`src/rtl/ysyx_24090003_ifu_prefetch_pkg.sv`:
```
// Shared types and constants for the prefetching instruction fetch unit.
package ysyx_24090003_ifu_prefetch_pkg;

  // Fetch control states (2-bit encodings).
  typedef enum logic [1:0] {
    IFU_ST_IDLE  = 2'd0,
    IFU_ST_FETCH = 2'd1,
    IFU_ST_ERR   = 2'd2
  } ifu_state_e;

  localparam logic [31:0] RESET_PC_DEFAULT = 32'h8000_0000;

  // Width of a counter that must hold values 0..depth inclusive.
  function automatic int unsigned cnt_width(input int unsigned depth);
    return $clog2(depth + 1);
  endfunction

endpackage

```
`src/rtl/ysyx_24090003_sync_fifo.sv`:
```
// Synchronous FIFO with single-edge flush and occupancy output.
// The head data reads as zero whenever the queue is empty.
module ysyx_24090003_sync_fifo #(
  parameter int unsigned WIDTH = 8,
  parameter int unsigned DEPTH = 4
) (
  input  logic                       i_clk,
  input  logic                       i_rst,
  input  logic                       i_push,
  input  logic [WIDTH-1:0]           i_wdata,
  input  logic                       i_pop,
  input  logic                       i_flush,
  output logic [WIDTH-1:0]           o_rdata,
  output logic                       o_empty,
  output logic [$clog2(DEPTH+1)-1:0] o_count
);

  localparam int unsigned CW = $clog2(DEPTH + 1);
  localparam int unsigned PW = $clog2(DEPTH);

  logic [WIDTH-1:0] r_mem [DEPTH];
  logic [PW-1:0]    r_wptr;
  logic [PW-1:0]    r_rptr;
  logic [CW-1:0]    r_count;
  logic             w_full;
  logic             w_push;
  logic             w_pop;

  assign w_full  = (r_count == CW'(DEPTH));
  assign o_empty = (r_count == '0);
  assign w_pop   = i_pop && !o_empty;
  // A push into a full queue is only legal when the head leaves in the same cycle.
  assign w_push  = i_push && (!w_full || w_pop);
  assign o_rdata = o_empty ? '0 : r_mem[r_rptr];
  assign o_count = r_count;

  // Pointer and occupancy tracking; flush empties the queue at one edge.
  always_ff @(posedge i_clk or posedge i_rst) begin
    if (i_rst) begin
      r_wptr  <= '0;
      r_rptr  <= '0;
      r_count <= '0;
    end else if (i_flush) begin
      r_wptr  <= '0;
      r_rptr  <= '0;
      r_count <= '0;
    end else begin
      if (w_push) r_wptr <= r_wptr + PW'(1);
      if (w_pop)  r_rptr <= r_rptr + PW'(1);
      r_count <= r_count + CW'(w_push) - CW'(w_pop);
    end
  end

  // Entry storage; contents are don't-care until written.
  always_ff @(posedge i_clk) begin
    if (w_push && !i_flush) r_mem[r_wptr] <= i_wdata;
  end

  // Upstream credit accounting must never overfill the queue.
  a_no_overflow: assert property (@(posedge i_clk) disable iff (i_rst)
    !(i_push && !i_flush && w_full && !w_pop));

endmodule

```
`src/rtl/ysyx_24090003_ifu_prefetch.sv`:
```
// Instruction fetch unit with a prefetch queue: pipelined in-order fetch
// requests, credit-limited by queue space, with redirect flush and stale
// response dropping.
module ysyx_24090003_ifu_prefetch
  import ysyx_24090003_ifu_prefetch_pkg::*;
#(
  parameter int unsigned     XLEN     = 32,
  parameter int unsigned     ILEN     = 32,
  parameter int unsigned     DEPTH    = 4,
  parameter logic [XLEN-1:0] RESET_PC = XLEN'(RESET_PC_DEFAULT)
) (
  input  logic            i_clk,
  input  logic            i_rst,
  input  logic            i_redirect_valid,
  input  logic [XLEN-1:0] i_redirect_pc,
  output logic            o_req_valid,
  input  logic            i_req_ready,
  output logic [XLEN-1:0] o_req_addr,
  input  logic            i_rsp_valid,
  input  logic [ILEN-1:0] i_rsp_data,
  input  logic            i_rsp_err,
  output logic            o_inst_valid,
  input  logic            i_inst_ready,
  output logic [ILEN-1:0] o_inst,
  output logic [XLEN-1:0] o_pc,
  output logic            o_inst_err
);

  localparam int unsigned CW = cnt_width(DEPTH);
  localparam int unsigned EW = 1 + XLEN + ILEN;

  ifu_state_e      r_state;
  ifu_state_e      w_state_next;
  logic [XLEN-1:0] r_fetch_pc;
  logic [XLEN-1:0] r_rsp_pc;
  logic [CW-1:0]   r_outstanding;
  logic [CW-1:0]   r_drop_cnt;
  logic [CW-1:0]   w_count;
  logic [CW:0]     w_credit_used;
  logic            w_req_fire;
  logic            w_keep;
  logic            w_drop;
  logic            w_pop;
  logic            w_empty;
  logic [EW-1:0]   w_wdata;
  logic [EW-1:0]   w_rdata;

  // Requests in flight plus queued entries must never exceed the queue size.
  assign w_credit_used = {1'b0, r_outstanding} + {1'b0, w_count};
  assign o_req_valid   = (r_state == IFU_ST_FETCH) && !i_redirect_valid &&
                         (w_credit_used < (CW+1)'(DEPTH));
  assign o_req_addr    = r_fetch_pc;
  assign w_req_fire    = o_req_valid && i_req_ready;

  // During a redirect every response is stale, so it is dropped rather than kept.
  assign w_drop  = i_rsp_valid && (r_drop_cnt != '0);
  assign w_keep  = i_rsp_valid && (r_drop_cnt == '0) && !i_redirect_valid;
  assign w_pop   = o_inst_valid && i_inst_ready;
  assign w_wdata = {i_rsp_err, r_rsp_pc, i_rsp_data};

  ysyx_24090003_sync_fifo #(
    .WIDTH (EW),
    .DEPTH (DEPTH)
  ) u_queue (
    .i_clk   (i_clk),
    .i_rst   (i_rst),
    .i_push  (w_keep),
    .i_wdata (w_wdata),
    .i_pop   (w_pop),
    .i_flush (i_redirect_valid),
    .o_rdata (w_rdata),
    .o_empty (w_empty),
    .o_count (w_count)
  );

  assign o_inst_valid = !w_empty;
  assign {o_inst_err, o_pc, o_inst} = w_rdata;

  // Address, outstanding-request and drop bookkeeping.
  always_ff @(posedge i_clk or posedge i_rst) begin
    if (i_rst) begin
      r_fetch_pc    <= RESET_PC;
      r_rsp_pc      <= RESET_PC;
      r_outstanding <= '0;
      r_drop_cnt    <= '0;
    end else begin
      r_outstanding <= r_outstanding + CW'(w_req_fire) - CW'(i_rsp_valid);
      if (i_redirect_valid) begin
        r_fetch_pc <= i_redirect_pc;
        r_rsp_pc   <= i_redirect_pc;
        // No request is offered during a redirect, so only the response term applies.
        r_drop_cnt <= r_outstanding - CW'(i_rsp_valid);
      end else begin
        if (w_req_fire) r_fetch_pc <= r_fetch_pc + XLEN'(4);
        if (w_keep)     r_rsp_pc   <= r_rsp_pc + XLEN'(4);
        if (w_drop)     r_drop_cnt <= r_drop_cnt - CW'(1);
      end
    end
  end

  // Fetch control state register.
  always_ff @(posedge i_clk or posedge i_rst) begin
    if (i_rst) r_state <= IFU_ST_IDLE;
    else       r_state <= w_state_next;
  end

  // Fetch control next state; redirect overrides everything.
  always_comb begin
    w_state_next = r_state;
    if (i_redirect_valid) begin
      w_state_next = IFU_ST_FETCH;
    end else begin
      case (r_state)
        IFU_ST_IDLE:  w_state_next = IFU_ST_FETCH;
        IFU_ST_FETCH: if (w_keep && i_rsp_err) w_state_next = IFU_ST_ERR;
        IFU_ST_ERR:   w_state_next = IFU_ST_ERR;
        default:      w_state_next = IFU_ST_IDLE;
      endcase
    end
  end

endmodule
```
`config.mk`:
```
export PLATFORM = sky130hd
export DESIGN_NAME = ysyx_24090003_ifu_prefetch
export DESIGN_NICKNAME = d
export VERILOG_FILES = /design/src/rtl/ysyx_24090003_ifu_prefetch_pkg.sv /design/src/rtl/ysyx_24090003_sync_fifo.sv /design/src/rtl/ysyx_24090003_ifu_prefetch.sv
export SDC_FILE = /design/constraint.sdc
export NUM_CORES = 1
export LEC_CHECK = 0
export ABC_AREA = 1
export BUFFER_PORTS_ARGS = -buffer_cell sky130_fd_sc_hd__buf_2
export CAP_MARGIN = 20
export CORE_MARGIN = 10
export CORE_UTILIZATION = 50
export CTS_CLUSTER_DIAMETER = 40
export CTS_CLUSTER_SIZE = 25
export DETAILED_ROUTE_END_ITERATION = 10
export MAX_ROUTING_LAYER = met4
export PLACE_DENSITY_LB_ADDON = 0.1
export SLEW_MARGIN = 0
export SYNTH_ARGS = -nofsm -noshare
export SYNTH_HDL_FRONTEND = slang
export SYNTH_HIERARCHICAL = 1
export SYNTH_SLANG_ARGS = --single-unit
```
`constraint.sdc`:
```
create_clock -name i_clk -period 12.5 [get_ports i_clk]
set_input_delay 1.25 -clock i_clk [delete_from_list [all_inputs] [get_ports i_clk]]
set_output_delay 1.25 -clock i_clk [all_outputs]
set_load 0.02 [all_outputs]
```
# ---- Word level (Yosys, flattened, before mapping)
# Memory sizes are Yosys's and may differ from the RTL's.
# Index checks and enable logic that the tools add are counted.
dict set report classes {
  add_sub_neg 11
  mux 17
  n_lt_le_gt_ge 1
  n_reduce_logical 24
  eq_ne 4
}
# cell n
set ops {}
lappend ops {{2-to-1 mux 32 bit} 4}
lappend ops {{2-to-1 mux 65 bit} 1}
lappend ops {{adder 32 x 3 -> 32 bit, second input constant} 2}
lappend ops {{2-to-1 mux 2 bit} 6}
lappend ops {{logical AND 1 bit} 11}
lappend ops {{nonzero test 2 bit} 5}
lappend ops {{2-to-1 mux 3 bit} 3}
lappend ops {{subtractor 3 x 1 -> 3 bit} 3}
lappend ops {{adder 3 x 1 -> 3 bit} 2}
lappend ops {{zero test 3 bit} 2}
lappend ops {{one-hot mux 2 bit (3 select lines)} 1}
lappend ops {{adder 2 x 1 -> 2 bit, second input constant} 2}
lappend ops {{adder 3 x 3 -> 4 bit} 1}
lappend ops {{< comparator 4 x 3 -> 1 bit, second input constant} 1}
lappend ops {{equality test 3 bit, second input constant} 1}
lappend ops {{zero test 1 bit} 3}
lappend ops {{!= test 3 x 2 -> 1 bit, second input constant} 1}
lappend ops {{nonzero test 3 bit} 1}
lappend ops {{subtractor 3 x 1 -> 3 bit, second input constant} 1}
lappend ops {{equality test 2 x 1 -> 1 bit, second input constant} 1}
lappend ops {{equality test 2 bit, second input constant} 1}
lappend ops {{zero test 2 bit} 1}
lappend ops {{2-to-1 mux 1 bit} 2}
lappend ops {{logical OR 1 bit} 1}
dict set report word_totals {
  input_bits 71
  wordCells 66
  ram_bits 260
  reg_bits 79
  n_memories 1
  output_inout_bits 99
}
# name depth width read_ports rd_clocked_by_memory_dff write_ports line
set mem_list {}
lappend mem_list {u_queue.r_mem 4 65 1 0 1 ysyx_24090003_sync_fifo.sv:21} ;# logic [WIDTH-1:0] r_mem [DEPTH];

# ---- Longest topological paths before layout
dict set report logic_depth {
  depth_word 9
  depth_mapped 16
}

# ---- Hierarchy
# The synthesis kept the hierarchy.
# module instances cells_per_inst area_per_inst_um2 seq_area_each_um2
set modules_own_cells {}
lappend modules_own_cells {ysyx_24090003_sync_fifo 1 1027 11234.5 7982.7}
lappend modules_own_cells {ysyx_24090003_ifu_prefetch 1 768 4957.3 1804.2}

# ---- Worst setup path after synthesis
# Ideal clock, no wire load.
dict set report synth_timing {
  path_type {in2reg}
  start {in i_rsp_valid}
  end {mem u_queue/r_mem[0][0] (netlist name), enable pin}
  path_stages 7
  n_path_buf 1
  arrival_time_ns 4.714
  required_time_ns 12.011
  setup_slack_ns 7.298
  setup_time_ns 0.489
  cell_sequence {nand3_1 inv_1 nand2_1 inv_1 buf_2 nand3_1 nor2_1}
}
dict set report synth_between {
  elab_chain_len 6
}
# element line
set synth_lines {}
lappend synth_lines {{start: declaration} ysyx_24090003_ifu_prefetch.sv:19} ;# input logic i_rsp_valid,
lappend synth_lines {{logical AND 1 bit (2 in a row)} ysyx_24090003_ifu_prefetch.sv:57} ;# assign w_keep = i_rsp_valid && (r_drop_cnt == '0) && !i_redirect_valid;
lappend synth_lines {{net w_keep} ysyx_24090003_ifu_prefetch.sv:41} ;# logic w_keep;
lappend synth_lines {{logical AND 1 bit} ysyx_24090003_sync_fifo.sv:33} ;# assign w_push = i_push && (!w_full || w_pop);
lappend synth_lines {{logical AND 1 bit} ysyx_24090003_sync_fifo.sv:56} ;# if (w_push && !i_flush) r_mem[r_wptr] <= i_wdata;
lappend synth_lines {{2-to-1 mux 1 bit} ysyx_24090003_sync_fifo.sv:56}
lappend synth_lines {{2-to-1 mux 1 bit (implied by the code)} ysyx_24090003_sync_fifo.sv:56}
lappend synth_lines {{end: declaration} ysyx_24090003_sync_fifo.sv:21}
# The timed path passes the listed nets, and every way through them passes these cells.

# ---- Final worst setup path
dict set report layout_timing {
  start {in i_redirect_valid}
  end {mem u_queue/r_mem[0][48] (netlist name), enable pin}
}
dict set report layout_between {
  elab_chain_len 6
}
# element line
set layout_lines {}
lappend layout_lines {{start: declaration} ysyx_24090003_ifu_prefetch.sv:14} ;# input logic i_redirect_valid,
lappend layout_lines {{zero test 1 bit *} {ysyx_24090003_sync_fifo.sv:56, ysyx_24090003_ifu_prefetch.sv:57}}
lappend layout_lines {{logical AND 1 bit} ysyx_24090003_ifu_prefetch.sv:57}
lappend layout_lines {{logical AND 1 bit} ysyx_24090003_sync_fifo.sv:33}
lappend layout_lines {{logical AND 1 bit *} ysyx_24090003_sync_fifo.sv:56}
lappend layout_lines {{2-to-1 mux 1 bit *} ysyx_24090003_sync_fifo.sv:56}
lappend layout_lines {{2-to-1 mux 1 bit (implied by the code) *} ysyx_24090003_sync_fifo.sv:56}
# Every way passes the cells marked *; elsewhere a longest branch is shown, timed or not.

==> results.yml <==
logic_synthesis:
  synth_warnings: 6
  synth_edf_count: 260
  synth_seq_area_share_pct: 60.4
  synthFlopType: "edfxtp_1"
  mappedNetlistNets: 1886
  synth_seq_cells: 339
  synth_cells: 1795
  async_flop_share_pct: 23.3
  ys_types: 34
  avgSynthCellArea_sq_um: 9.02
  syn_area_sq_um: 16200
worst_setup_path:
  cp-start-kind: "primary input"
  path_class: "in2reg"
  critPathArrivalTime_ns: 4.87
  reg2reg_slack_ns: 8.74
  crit_path_end_kind: "flop"
  reg2reg_depth: 9
  timing.rr.end: "u_queue/r_mem[0][48]"
  cp.required_ns: 12.65
  crit_fanout: 51
  r2r_start: "r_drop_cnt[0]"
layout:
  layout-drive-gt1-share_pct: 14.3
  fill_cells: 2742
  nNetsFinal: 2047
  post-route-util_pct: 59.4
  syn2layout_area_growth_pct: 16.4
  diodes: 0
  stdcell_count: 2394
timing:
  rsz0062_at_grt: "false"
  final_max_slew_viol_count: 0
  post-route-min-period_ns: 4.73
  fin_skew_ns: 0.0247
  min_period_over_period_pct: 37.8
  finalHoldViolCount: 0
  max_freq_ghz: 0.212
  fin_tns_setup_ns: 0
  worstMarginPinSlew_ns: 1.04
  setup_viol: 0
  maxSlewHeadroom_pct: 30.7
  timing.final.ws_setup_ns: 7.77
pwr:
  totalPowerFinal_mw: 3.11
  p_per_area_nw_per_um2: 165
  vdd_drop_max_v: 0.0000943
  p_leak_nw: 8.48
floorplan:
  io_pins: 170
  fp.dieH_um: 200
  die_w_um: 200
  die_area_sq_um: 40000
  start_util_pct: 51.0
  rows: 65
  coreArea_sq_um: 31700
global_routing:
  grtUsageMet1_pct: 27.7
  grtUsageMet2_pct: 34.0
  antenna_found_initial: 0
  grt-ovfl-total: 0
  grt_pass1_wl_um: 65100
  gr-max-usage-layer: "met2"
  grt_pass1_vias: 12057
  track_usage_pct: 21.2
  use_met3_pct: 3.16
  grt_max_degree: 85
outcome:
  status: "finished, final reports clean"
run:
  drv_cap: 0
placement:
  dp_worst_setup_slack_ns: 7.20
  numPortBuffers: 169
  place_inst: 2311
  hpwlAfterDp_um: 26200
  globalplace.congestion: 0.931
clock_tree:
  clk_latency_ns: 0.54
  h-tree-depth: 2
  cts_tree: "yes"
  clk_pin_slew_worst_paths_ns: 0.05
  clock-sinks: 339
  cts_resized: 0
  cts_buffer_depth: 3
  cts_root_buf: "clkbuf_16"
  cts_buffers: 45
  post-cts-setup-buffers: 0
  cts_hold_buf: 0
route:
  drtPass1Iterations: 7
  drc: 0
  viasPerCell: 5.10
  post_drt_wl_per_cell_um: 17.0
  num_vias: 12215
  ant_nets: 0
  first_iter_violations: 768
  routed_wl_um: 40800
min_path:
  hold_class: "reg2reg"
  min_from: "o_req_addr[1]"
  hold_depth: 2
  hold_path_end: "o_req_addr[1]"
## per-layer routing
| layer | vias up | wire length [um] |
|---|---|---|
| li1 | 6078 | - |
| met1 | 5716 | 18100 |
| met5 | - | 0 |
| met4 | 0 | 908 |
| met3 | 65 | 2440 |
| met2 | 356 | 19400 |
## report_power, final
part	total (mW)	switching (mW)	internal [mW]
clock	1.31	0.530	0.777
combinational	0.405	0.274	0.131
sequential	1.39	0.0963	1.30
## registers in the layout, indices dropped and copies added (netlist names)
| register | flops |
|---|---|
| o_req_addr | 32 |
| r_drop_cnt | 3 |
| r_outstanding | 3 |
| r_rsp_pc | 32 |
| r_state | 2 |
| u_queue/o_count | 3 |
| u_queue/r_mem | 260 |
| u_queue/r_rptr | 2 |
| u_queue/r_wptr | 2 |
## synthesized netlist by cell type (2+ instances only)
library cell / number / area [sq um]
o21ai_0: 18 / 90.1
clkbuf_1: 12 / 45.0
buf_4: 8 / 60.1
xnor2_1: 6 / 52.6
buf_6: 11 / 124
edfxtp_1: 260 / 7810
inv_1: 217 / 815
a21oi_1: 70 / 350
nor2_4: 2 / 22.5
a31oi_1: 2 / 12.5
clkinv_1: 2 / 7.51
o211ai_1: 14 / 105
nand4_1: 6 / 37.5
or2_2: 2 / 12.5
nand2_1: 731 / 2740
nand3b_1: 6 / 45.0
ha_1: 18 / 225
buf_2: 33 / 165
fa_1: 2 / 40.0
nand3_1: 150 / 751
nor2_2: 5 / 31.3
dfrtp_1: 77 / 1930
inv_4: 2 / 12.5
dfstp_2: 2 / 52.6
xor2_1: 18 / 158
nor2_1: 113 / 424
## kinds of logic after synthesis
family | count (synthesis) | share of synthesized area (%)
adders and majority gates | 20 | 1.64
and+or+nand+nor | 1018 | 25.4
buffers and inverters | 288 | 7.73
DFF | 339 | 60.4
xor gates and xnor gates | 24 | 1.30
AOI/OAI and AO/OA | 106 | 3.54
## cells in the final DEF, fill, tap and decap left out, drive strengths merged
cell,n
nand2,733
edfxtp,260
inv,232
buf,180
nand3,150
nor2,120
dfrtp,77
a21oi,70
clkbuf,50
o21ai,18
xor2,18
ha,18
clkinv,16
o211ai,14
nand4,6
nand3b,6
xnor2,6
clkinvlp,4
bufinv,3
a31oi,2
or2,2
fa,2
dfstp,2
and2,1
a22oi,1
o21bai,1
## layout make-up
cell class	count	area, sq um	area share, %
clock buffers	50	1190	6.30
flip-flops and latches	339	9790	52.0
well taps	402	503	2.67
multi-input cells	1168	5180	27.5
repair buffers	180	948	5.03
inverters	222	838	4.45
clock inverters	33	393	2.08
## critical path, cell delays in order
cell	delay [ns]
buf_2	0.36
inv_1	0.82
nand2_1	0.15
inv_1	0.57
nand3_1	0.46
nor2_4	0.51
buf_4	0.68
## per-stage QoR
stage / instance area, sq um / hold WS [ns]
3_5_place_dp: 17300 / 0.466
3_3_place_gp: 17200 / 0.469
4_1_cts: 18800 / 0.480
2_1_floorplan: 16200 / 0.476
5_1_grt: 18800 / 0.495
6_report: 18800 / 0.475
## how the worst max path moves through the flow
stage                                start              endpoint  slack [ns]  cells after the start
after CTS                 i_redirect_valid  u_queue/r_mem[0][48]        7.75                      7
after global placement    i_redirect_valid  u_queue/r_mem[0][28]        7.31                      7
final                     i_redirect_valid  u_queue/r_mem[0][48]        7.77                      7
after detailed placement  i_redirect_valid  u_queue/r_mem[0][48]        7.20                      7
after floorplan                i_rsp_valid   u_queue/r_mem[0][0]        7.30                      7
after global routing      i_redirect_valid  u_queue/r_mem[0][48]        7.38                      7
(Power assumes the default switching activity.)
